<file path="config.mk">
export PLATFORM = sky130hd
export DESIGN_NAME = axi4_rresp_router
export DESIGN_NICKNAME = d
export VERILOG_FILES = /design/src/rtl/axi4_rresp_router.sv
export SDC_FILE = /design/constraint.sdc
export NUM_CORES = 1
export LEC_CHECK = 0
export ABC_AREA = 1
export CAP_MARGIN = 40
export CORE_MARGIN = 1.5
export CORE_UTILIZATION = 28
export CTS_CLUSTER_SIZE = 30
export DETAILED_ROUTE_END_ITERATION = 10
export GPL_TIMING_DRIVEN = 0
export PLACE_DENSITY = 0.5
export SLEW_MARGIN = 20
export SYNTH_ARGS = -nofsm -noshare
export SYNTH_HDL_FRONTEND = slang
export SYNTH_SLANG_ARGS = --single-unit
</file>
<file path="constraint.sdc">
create_clock -name aclk -period 2.7 [get_ports aclk]
set_input_delay 0.54 -clock aclk [delete_from_list [all_inputs] [get_ports aclk]]
set_output_delay 0.54 -clock aclk [all_outputs]
set_load 0.05 [all_outputs]
</file>
<file path="src/rtl/axi4_rresp_router.sv">
// AXI4 read-response return path: steers slave R beats to the master recorded at the
// head of an in-order AR tracking FIFO and keeps per-master outstanding read counts.
module axi4_rresp_router #(
  parameter  int NUM_MASTERS = 2,
  parameter  int ID_WIDTH    = 4,
  parameter  int DATA_WIDTH  = 32,
  parameter  int DEPTH       = 8,
  localparam int MW          = $clog2(NUM_MASTERS),
  localparam int CW          = $clog2(DEPTH + 1)
) (
  input  logic                      aclk,
  input  logic                      aresetn,
  input  logic                      push_valid,
  output logic                      push_ready,
  input  logic [MW-1:0]             push_master,
  input  logic [ID_WIDTH-1:0]       push_id,
  input  logic                      s_rvalid,
  output logic                      s_rready,
  input  logic [ID_WIDTH-1:0]       s_rid,
  input  logic [DATA_WIDTH-1:0]     s_rdata,
  input  logic [1:0]                s_rresp,
  input  logic                      s_rlast,
  output logic [NUM_MASTERS-1:0]    m_rvalid,
  input  logic [NUM_MASTERS-1:0]    m_rready,
  output logic [ID_WIDTH-1:0]       m_rid,
  output logic [DATA_WIDTH-1:0]     m_rdata,
  output logic [1:0]                m_rresp,
  output logic                      m_rlast,
  output logic [CW*NUM_MASTERS-1:0] outstanding,
  output logic                      fifo_empty,
  output logic                      id_err,
  output logic                      unexp_err
);

  localparam int AW = $clog2(DEPTH);

  logic [MW-1:0]       ent_master [DEPTH];
  logic [ID_WIDTH-1:0] ent_id     [DEPTH];
  logic [AW-1:0]       wr_ptr, rd_ptr;
  logic [CW-1:0]       count;
  logic [CW-1:0]       out_cnt    [NUM_MASTERS];

  logic [MW-1:0]       head_master;
  logic [ID_WIDTH-1:0] head_id;
  logic                not_empty;
  logic                push_fire, beat_fire, pop_fire;

  assign head_master = ent_master[rd_ptr];
  assign head_id     = ent_id[rd_ptr];
  assign not_empty   = (count != '0);
  assign push_ready  = (count != CW'(DEPTH));
  assign fifo_empty  = ~not_empty;

  assign push_fire = push_valid & push_ready;
  assign beat_fire = s_rvalid & s_rready;
  assign pop_fire  = beat_fire & s_rlast;

  // Payload is broadcast; only m_rvalid selects which master actually sees the beat.
  assign m_rid   = s_rid;
  assign m_rdata = s_rdata;
  assign m_rresp = s_rresp;
  assign m_rlast = s_rlast;

  // NOTE: both outputs get a default before the loop so no path through it can infer a latch.
  always_comb begin
    m_rvalid = '0;
    s_rready = 1'b0;
    for (int i = 0; i < NUM_MASTERS; i++) begin
      if (not_empty && (head_master == MW'(i))) begin
        m_rvalid[i] = s_rvalid;
        s_rready    = m_rready[i];
      end
    end
  end

  // NOTE: entry storage has no reset; a slot is only read once count says it was written.
  always_ff @(posedge aclk) begin
    if (push_fire) begin
      ent_master[wr_ptr] <= push_master;
      ent_id[wr_ptr]     <= push_id;
    end
  end

  // NOTE: all sequential state uses non-blocking assignment so every register samples pre-edge values.
  always_ff @(posedge aclk or negedge aresetn) begin
    if (!aresetn) begin
      wr_ptr <= '0;
      rd_ptr <= '0;
      count  <= '0;
    end else begin
      if (push_fire) wr_ptr <= wr_ptr + AW'(1);
      if (pop_fire)  rd_ptr <= rd_ptr + AW'(1);
      case ({push_fire, pop_fire})
        2'b10:   count <= count + CW'(1);
        2'b01:   count <= count - CW'(1);
        default: count <= count;
      endcase
    end
  end

  // A counter hit by both a push and a pop in one cycle stays put.
  always_ff @(posedge aclk or negedge aresetn) begin
    if (!aresetn) begin
      for (int i = 0; i < NUM_MASTERS; i++) out_cnt[i] <= '0;
    end else begin
      for (int i = 0; i < NUM_MASTERS; i++) begin
        case ({push_fire && (push_master == MW'(i)), pop_fire && (head_master == MW'(i))})
          2'b10:   out_cnt[i] <= out_cnt[i] + CW'(1);
          2'b01:   out_cnt[i] <= out_cnt[i] - CW'(1);
          default: out_cnt[i] <= out_cnt[i];
        endcase
      end
    end
  end

  for (genvar g = 0; g < NUM_MASTERS; g++) begin : g_out
    assign outstanding[CW*g +: CW] = out_cnt[g];
  end

  always_ff @(posedge aclk or negedge aresetn) begin
    if (!aresetn) begin
      id_err    <= 1'b0;
      unexp_err <= 1'b0;
    end else begin
      id_err    <= beat_fire && (s_rid != head_id);
      unexp_err <= s_rvalid && !not_empty;
    end
  end

  // An out-of-range master index would be stored but never served, stalling the slave.
  a_push_master_range : assert property (@(posedge aclk) disable iff (!aresetn)
    push_valid |-> (int'(push_master) < NUM_MASTERS));

endmodule

</file>
# Word level (Yosys, flattened, before mapping)
# Memory sizes are Yosys's and may differ from the RTL's.
# Index checks and enable logic that the tools add are counted.
[classes] addsub=8 n_eq_ne=8 n_mux=9 n_bitwise=6 reduce_logical=13
[op_table] op="case mux 4 bit (2 select lines)" count=3
[op_table] op="adder 4 x 1 -> 4 bit (second input constant)" count=3
[op_table] op="subtractor 4 x 1 -> 4 bit (second input constant)" count=3
[op_table] op="logical AND 1 bit" count=8
[op_table] op="adder 3 x 1 -> 3 bit (second input constant)" count=2
[op_table] op="equality test 2 x 1 -> 1 bit (second input constant)" count=3
[op_table] op="equality test 2 bit (second input constant)" count=3
[op_table] op="2-to-1 mux 1 bit" count=6
[op_table] op="nonzero test 2 bit" count=3
[op_table] op="inequality test 4 bit" count=1
[op_table] op="inequality test 4 bit (second input constant)" count=1
[op_table] op="nonzero test 4 bit" count=1
[op_table] op="AND 1 bit" count=3
[op_table] op="NOT 1 bit" count=3
[op_table] op="logical NOT 1 bit" count=1
[totals] reg_bits=20 ramBits=40 output_inout_bits=54 elab_cells=53 mem_count=2
[mem_list] memory="ent_id" depth=8 width=4 read_ports=1 rd_ports_with_merged_regs=0 write_ports=1 line_no="38" source="logic [ID_WIDTH-1:0] ent_id [DEPTH];"
[mem_list] memory="ent_master" depth=8 width=1 read_ports=1 rd_ports_with_merged_regs=0 write_ports=1 line_no="37" source="logic [MW-1:0] ent_master [DEPTH];"

# Logic depth before layout (Yosys ltp)
# An unclocked memory read counts as a cell.
[logic_depth] word_depth=10 ltp_mapped=19 ltp_nobuf=18

# Worst setup path before layout
# Ideal clock, no wire load.
[synth_path] path_type="reg2reg" from="register count[1]" to="register out_cnt (netlist bit outstanding[2])" setup_time_ps=78 arrival_time_ps=2492 t_required_ps=2622 slack_ps=130 path_stages_with_launch=13 n_path_buf=0 period_less_slack_ps=2570 cell_sequence="dfrtp_1 -> nor2_1 -> nand3_1 -> nand2_1 -> or2_2 -> ha_1 -> nand2_1 -> inv_1 -> nor2_1 -> ha_1 -> a21oi_1 -> or2_2 -> a21oi_1"
[synth_via] word_cells_on_any_way=15
[synth_rtl] item="start: declaration" line_no="40" source="logic [CW-1:0] count;"
[synth_rtl] item="start signal: assignment" line_no="94" source="2'b10: count <= count + CW'(1);"
[synth_rtl] item="start signal: assignment" line_no="95" source="2'b01: count <= count - CW'(1);"
[synth_rtl] item="start signal: assignment" line_no="96" source="default: count <= count;"
[synth_rtl] item="inequality test 4 bit (*)" line_no="51" source="assign push_ready = (count != CW'(DEPTH));"
[synth_rtl] item="named net push_ready" line_no="14" source="output logic push_ready,"
[synth_rtl] item="AND 1 bit (*)" line_no="54" source="assign push_fire = push_valid & push_ready;"
[synth_rtl] item="logical AND 1 bit (*)" line_no="107" source="case ({push_fire && (push_master == MW'(i)), pop_fire && (head_master == MW'(i))})"
[synth_rtl] item="equality test 2 x 1 -> 1 bit or equality test 2 bit (tied branches)" line_no="107"
[synth_rtl] item="case mux 4 bit (2 select lines) or nonzero test 2 bit (tied branches)"
[synth_rtl] item="end signal: indexed assignment" line_no="108" source="2'b10: out_cnt[i] <= out_cnt[i] + CW'(1);"
[synth_rtl] item="end signal: indexed assignment" line_no="109" source="2'b01: out_cnt[i] <= out_cnt[i] - CW'(1);"
[synth_rtl] item="end signal: indexed assignment" line_no="110" source="default: out_cnt[i] <= out_cnt[i];"
[synth_rtl] item="end: declaration" line_no="41" source="logic [CW-1:0] out_cnt [NUM_MASTERS];"
# Mark *: on every way through the listed nets, which the timed path passes. The rest lies on a longest branch.
# A chain may end at the register's enable or synchronous reset.

# Final worst setup path
[layout_path] from="input port s_rlast" to="output port m_rlast"
[layout_rtl] item="start: declaration" line_no="22" source="input logic s_rlast,"
[layout_rtl] item="end: declaration" line_no="28" source="output logic m_rlast,"
# No word-level cell between the ends.

==> metrics list <==
- The die is around 110 um wide.
- In the final routed layout, each cell accounts on average for 12.21 um.
- Setup total negative slack on the finished layout was measured at 0 ns.
- Critical path's largest stage delay: 0.79 ns
- Port-buffer cells: 69
- Worst EP arrival: between 2 and 2.5 ns
- Vias in the first global route: between 2k and 2.5k
* Hold Path End: outstanding[3]
- Crit Path Max Fanout: 5
- Part of the cycle the worst path needs: 97.59%
* Number of inserted diodes: 0
- After the flow finishes, the layout carries non-filler instances totaling 580.
- Combined area of all synthesized cells: 3284 um^2
- Number of cells on the worst reg-to-reg path: 17
- STA classifies the critical path startpoint as a primary input.
- In this run the critical register-to-register path is captured at outstanding[2].
- The post-route netlist has 21.05% of its cells at a drive strength greater than 1.
* DRC violation total after the first TritonRoute iteration: 191
* Final estimated routing congestion in global placement: 0.8157
- Worst-case clock skew: between 0.004 and 0.005 ns
- Number of synthesized register bits: 60
- The global routing stage identified its most utilized layer as met2.
- In the routed design, unresolved DRC markers number 0.
* Buffer type at the clock tree root: clkbuf_16
- Class of the worst hold path: reg2reg
* Antenna violations before repair: 0
- The area growth from synthesis to layout is 39.16%.
* Number of nets in the synthesized netlist: 407
* Number of instances on the worst hold path: 1
* Unrepaired setup endpoints after global routing: yes
- Yosys top cell by area: edfxtp_1
- TritonCTS built the clock tree.
- Based on the critical path, the design can be clocked at up to 0.3795 GHz.
- The clock network is responsible for about 25% of the overall power.
- Cell depth of the worst setup path: 3
* Die Span Y: 111.3 um
- Global routing used under 10% of the available met3 tracks.
* Proportion of netlist area held by the largest area contributor: 36.57%
* Cell total after placement: 559
- Counting distinct cell types in the post-synthesis netlist gives 31.
- The routed layout has approximately 2.5k vias.
- Summed over all layers, the routed wires come to 7081 um.
* CP delay by family, top: buffers and inverters
* Maximum number of pins on one net before global-route repair: 12
- Area enclosed by the die boundary: around 12000 um^2
* Number of nets with antenna violations after routing: 0
- Actual transition at the worst max-transition pin: 0.5361 ns
* Maximum vdd ir drop: ~0.00049 V
- Summed over all nets, the half-perimeter wirelength after detailed placement is approximately 5300 um.
- After synthesis, the most frequently instantiated cells are nand2_1, edfxtp_1, buf_4.
- Psw: 1.980 mW
* Logic gate share of total power: about 46%
* Synthesized area per cell: 9.492 um^2
- For this run, asynchronously set or reset flops after synthesis account for approximately a third.
- Sequential cell fraction of total power: between 20 and 30%
- For flop-to-flop paths, the worst setup slack is 0.16 ns.
- Via-to-Cell Ratio: around 4.3
- Placeable core region: about 11000 um^2
- In this run the critical register-to-register path is launched from rd_ptr[0].
- The clock period could shrink to around 2.6 ns.
* Top-count cell post-synth: nand2_1
* Total setup violations reported at the end of the flow: 0
* Combined global-route utilization of all metal layers: between 10% and 20%
* Pre-CTS WS: -0.2277 ns
- Register area share after synthesis: 51.81%
- Wire length of the first global-routing pass: around 12000 um
* Status: completed
- The critical path starts at s_rlast.
* Crit Path Class: in2out
- Critical path endpoint category: output port
* Sum of buffers and inverters on the critical path: 3
- Power Internal: approximately 2.9 mW
* Number of synthesized flops with an enable pin: 40
* Clock latency of the later-clocked register in the worst-skew pair: about 0.32 ns
* Count of clock tree sinks: 60
- Net switching is between 40% and 50% of the power.
- Among all flip-flop cells after synthesis, the most frequent one is edfxtp_1.
- Synth top area cells: edfxtp_1, dfrtp_1, nand2_1
- NumNets Final: 493
- The clock passes through at most 2 buffers.
- Setup slack on the critical path of the routed design comes to approximately 0.065 ns.
- I/O pin cnt: 104
- After clock tree synthesis, the clock-pin slew on the worst setup and hold paths is 0.05 ns.
- The number of clock buffers added by TritonCTS is 9.
- Global routing finished with a remaining overflow of 0.
* Yosys synthesis warning count: 0
* Starting utilization of the core area: 28.76%
* CTS H-tree depth: 3
- For this design, the slowest cell found on the critical path is clkdlybuf4s50_1.
* Leakage component of the power: 2.018 nW
- The tool flagged a number of max-cap violations equal to 0.
- The floorplan has 39 rows.
* Cells after Synth: 346
- Minimum hold slack: 0.4723 ns
* Total count of max-transition violations in the final report: 0
- In this run the most critical hold path is launched from outstanding[3].
- Worst Path Required: 2.16 ns
* Most used cell, CP: clkdlybuf4s50_1
- The count of endpoints failing hold in the final timing report is 0.
- Global-route track usage on met1: 15.01%
* DR pass1 iterations: 4
* GR met2 Demand/Resource: 18.61%
- CP Cell Sequence: clkdlybuf4s50_1 -> buf_4 -> clkdlybuf4s50_1
- In this run the tightest slew margin relative to its limit is 64.13%.
* Power density over cell area: 1058 nW/um^2
## sequential cells by signal, summed over array words and instances, names as in the netlist
signal and cells:
rd_ptr 3, unexp_err 1, ent_id 32, id_err 1, count 4, outstanding 8
wr_ptr 3, ent_master 8
## worst max path at each step
stage | slack [ns] | to
2_1_floorplan | 0.13 | outstanding[2]
3_3_place_gp | -0.24 | m_rvalid[1]
3_5_place_dp | -0.23 | m_rvalid[0]
4_1_cts | 0.001 | m_rvalid[0]
5_1_grt | -0.04 | outstanding[6]
6_report | 0.07 | m_rlast
## stage by stage
step | power (mW) | instance area, um^2 | utilization [%]
2_1_floorplan | 2.974 | 3284 | -
3_3_place_gp | 3.553 | 4154 | 36.38
3_5_place_dp | 3.583 | 4169 | 36.51
4_1_cts | 4.784 | 4482 | 39.25
5_1_grt | 5.177 | 4571 | 40.03
6_report | 4.838 | 4571 | 40.03
## kinds of logic (layout without fill, tap and decap cells)
| group | after synthesis | in the layout | share of synthesized area, % |
|---|---|---|---|
| flip-flops | 60 | 60 | 51.81 |
| multiplexers | 1 | 1 | 0.3428 |
| AO/OA/AOI/OAI | 19 | 19 | 2.971 |
| adder cells (fa/ha/maj) | 11 | 11 | 4.190 |
| XOR/XNOR | 13 | 13 | 3.467 |
| AND/OR/NAND/NOR | 160 | 160 | 22.21 |
| buffers and inverters | 82 | 173 | 15.01 |
## power by group through the flow
stage / sequential, mW / combinational (mW) / clock [mW]
global placement: 1.41 / 2.15 / 0
global route: 1.44 / 2.48 / 1.26
finish: 1.40 / 2.24 / 1.19
detailed placement: 1.41 / 2.17 / 0
floorplan: 1.61 / 1.36 / 0
CTS: 1.40 / 2.16 / 1.22
## per-layer routing
| layer | vias up | wire, um |
|---|---|---|
| li1 | 1263 | - |
| met1 | 1152 | 3252 |
| met2 | 89 | 3218 |
| met3 | 12 | 465 |
| met4 | 0 | 144 |
| met5 | - | 0 |
## placed cells by master, fill, tap and decap left out, types with 2 or more instances in the layout
cell             synthesis  routed
nand3_1                 25      25
clkbuf_16                0       9
buf_2                    2       2
nor2_2                   1       2
nand2_1                 84      84
or2_2                    3       3
ha_2                     0       2
clkbuf_1                 0       2
dfrtp_2                  0       2
nor3_1                   2       2
inv_1                   36      34
ha_4                     0       2
bufinv_16                0       2
edfxtp_1                40      40
o21ai_0                  6       6
nand3b_1                 3       3
nand3_2                  4       3
nand2_4                  1       2
buf_8                    1       3
o21ai_1                  3       3
nor2_1                  28      26
xor2_1                   4       3
clkdlybuf4s50_1          0      65
buf_4                   39      45
inv_2                    1       3
dfrtp_1                 20      18
clkbuf_2                 0       2
xnor2_1                  9       9
nand3_4                  1       2
ha_1                    11       7
nand4_1                  4       4
a21oi_1                  9       9
## what timing repair did
action / CTS / global route
pin swaps: 0 / 6
buffers inserted: 0 / 6
setup endpoints to repair: 4 / 10
hold buffers: 0 / 0
gates resized for setup: 7 / 21
gates cloned: 0 / 0
## layout make-up
type	count	area (um^2)
Fill cell	1109	6848
Inverter	37	138.9
Timing Repair Buffer	76	743.2
Clock inverter	5	76.32
Multi-Input combinational cell	204	1150
Sequential cell	60	1704
Clock buffer	11	232.7
Buffer	44	346.6
Tap cell	143	178.9
Power figures use the tool's default switching activity.
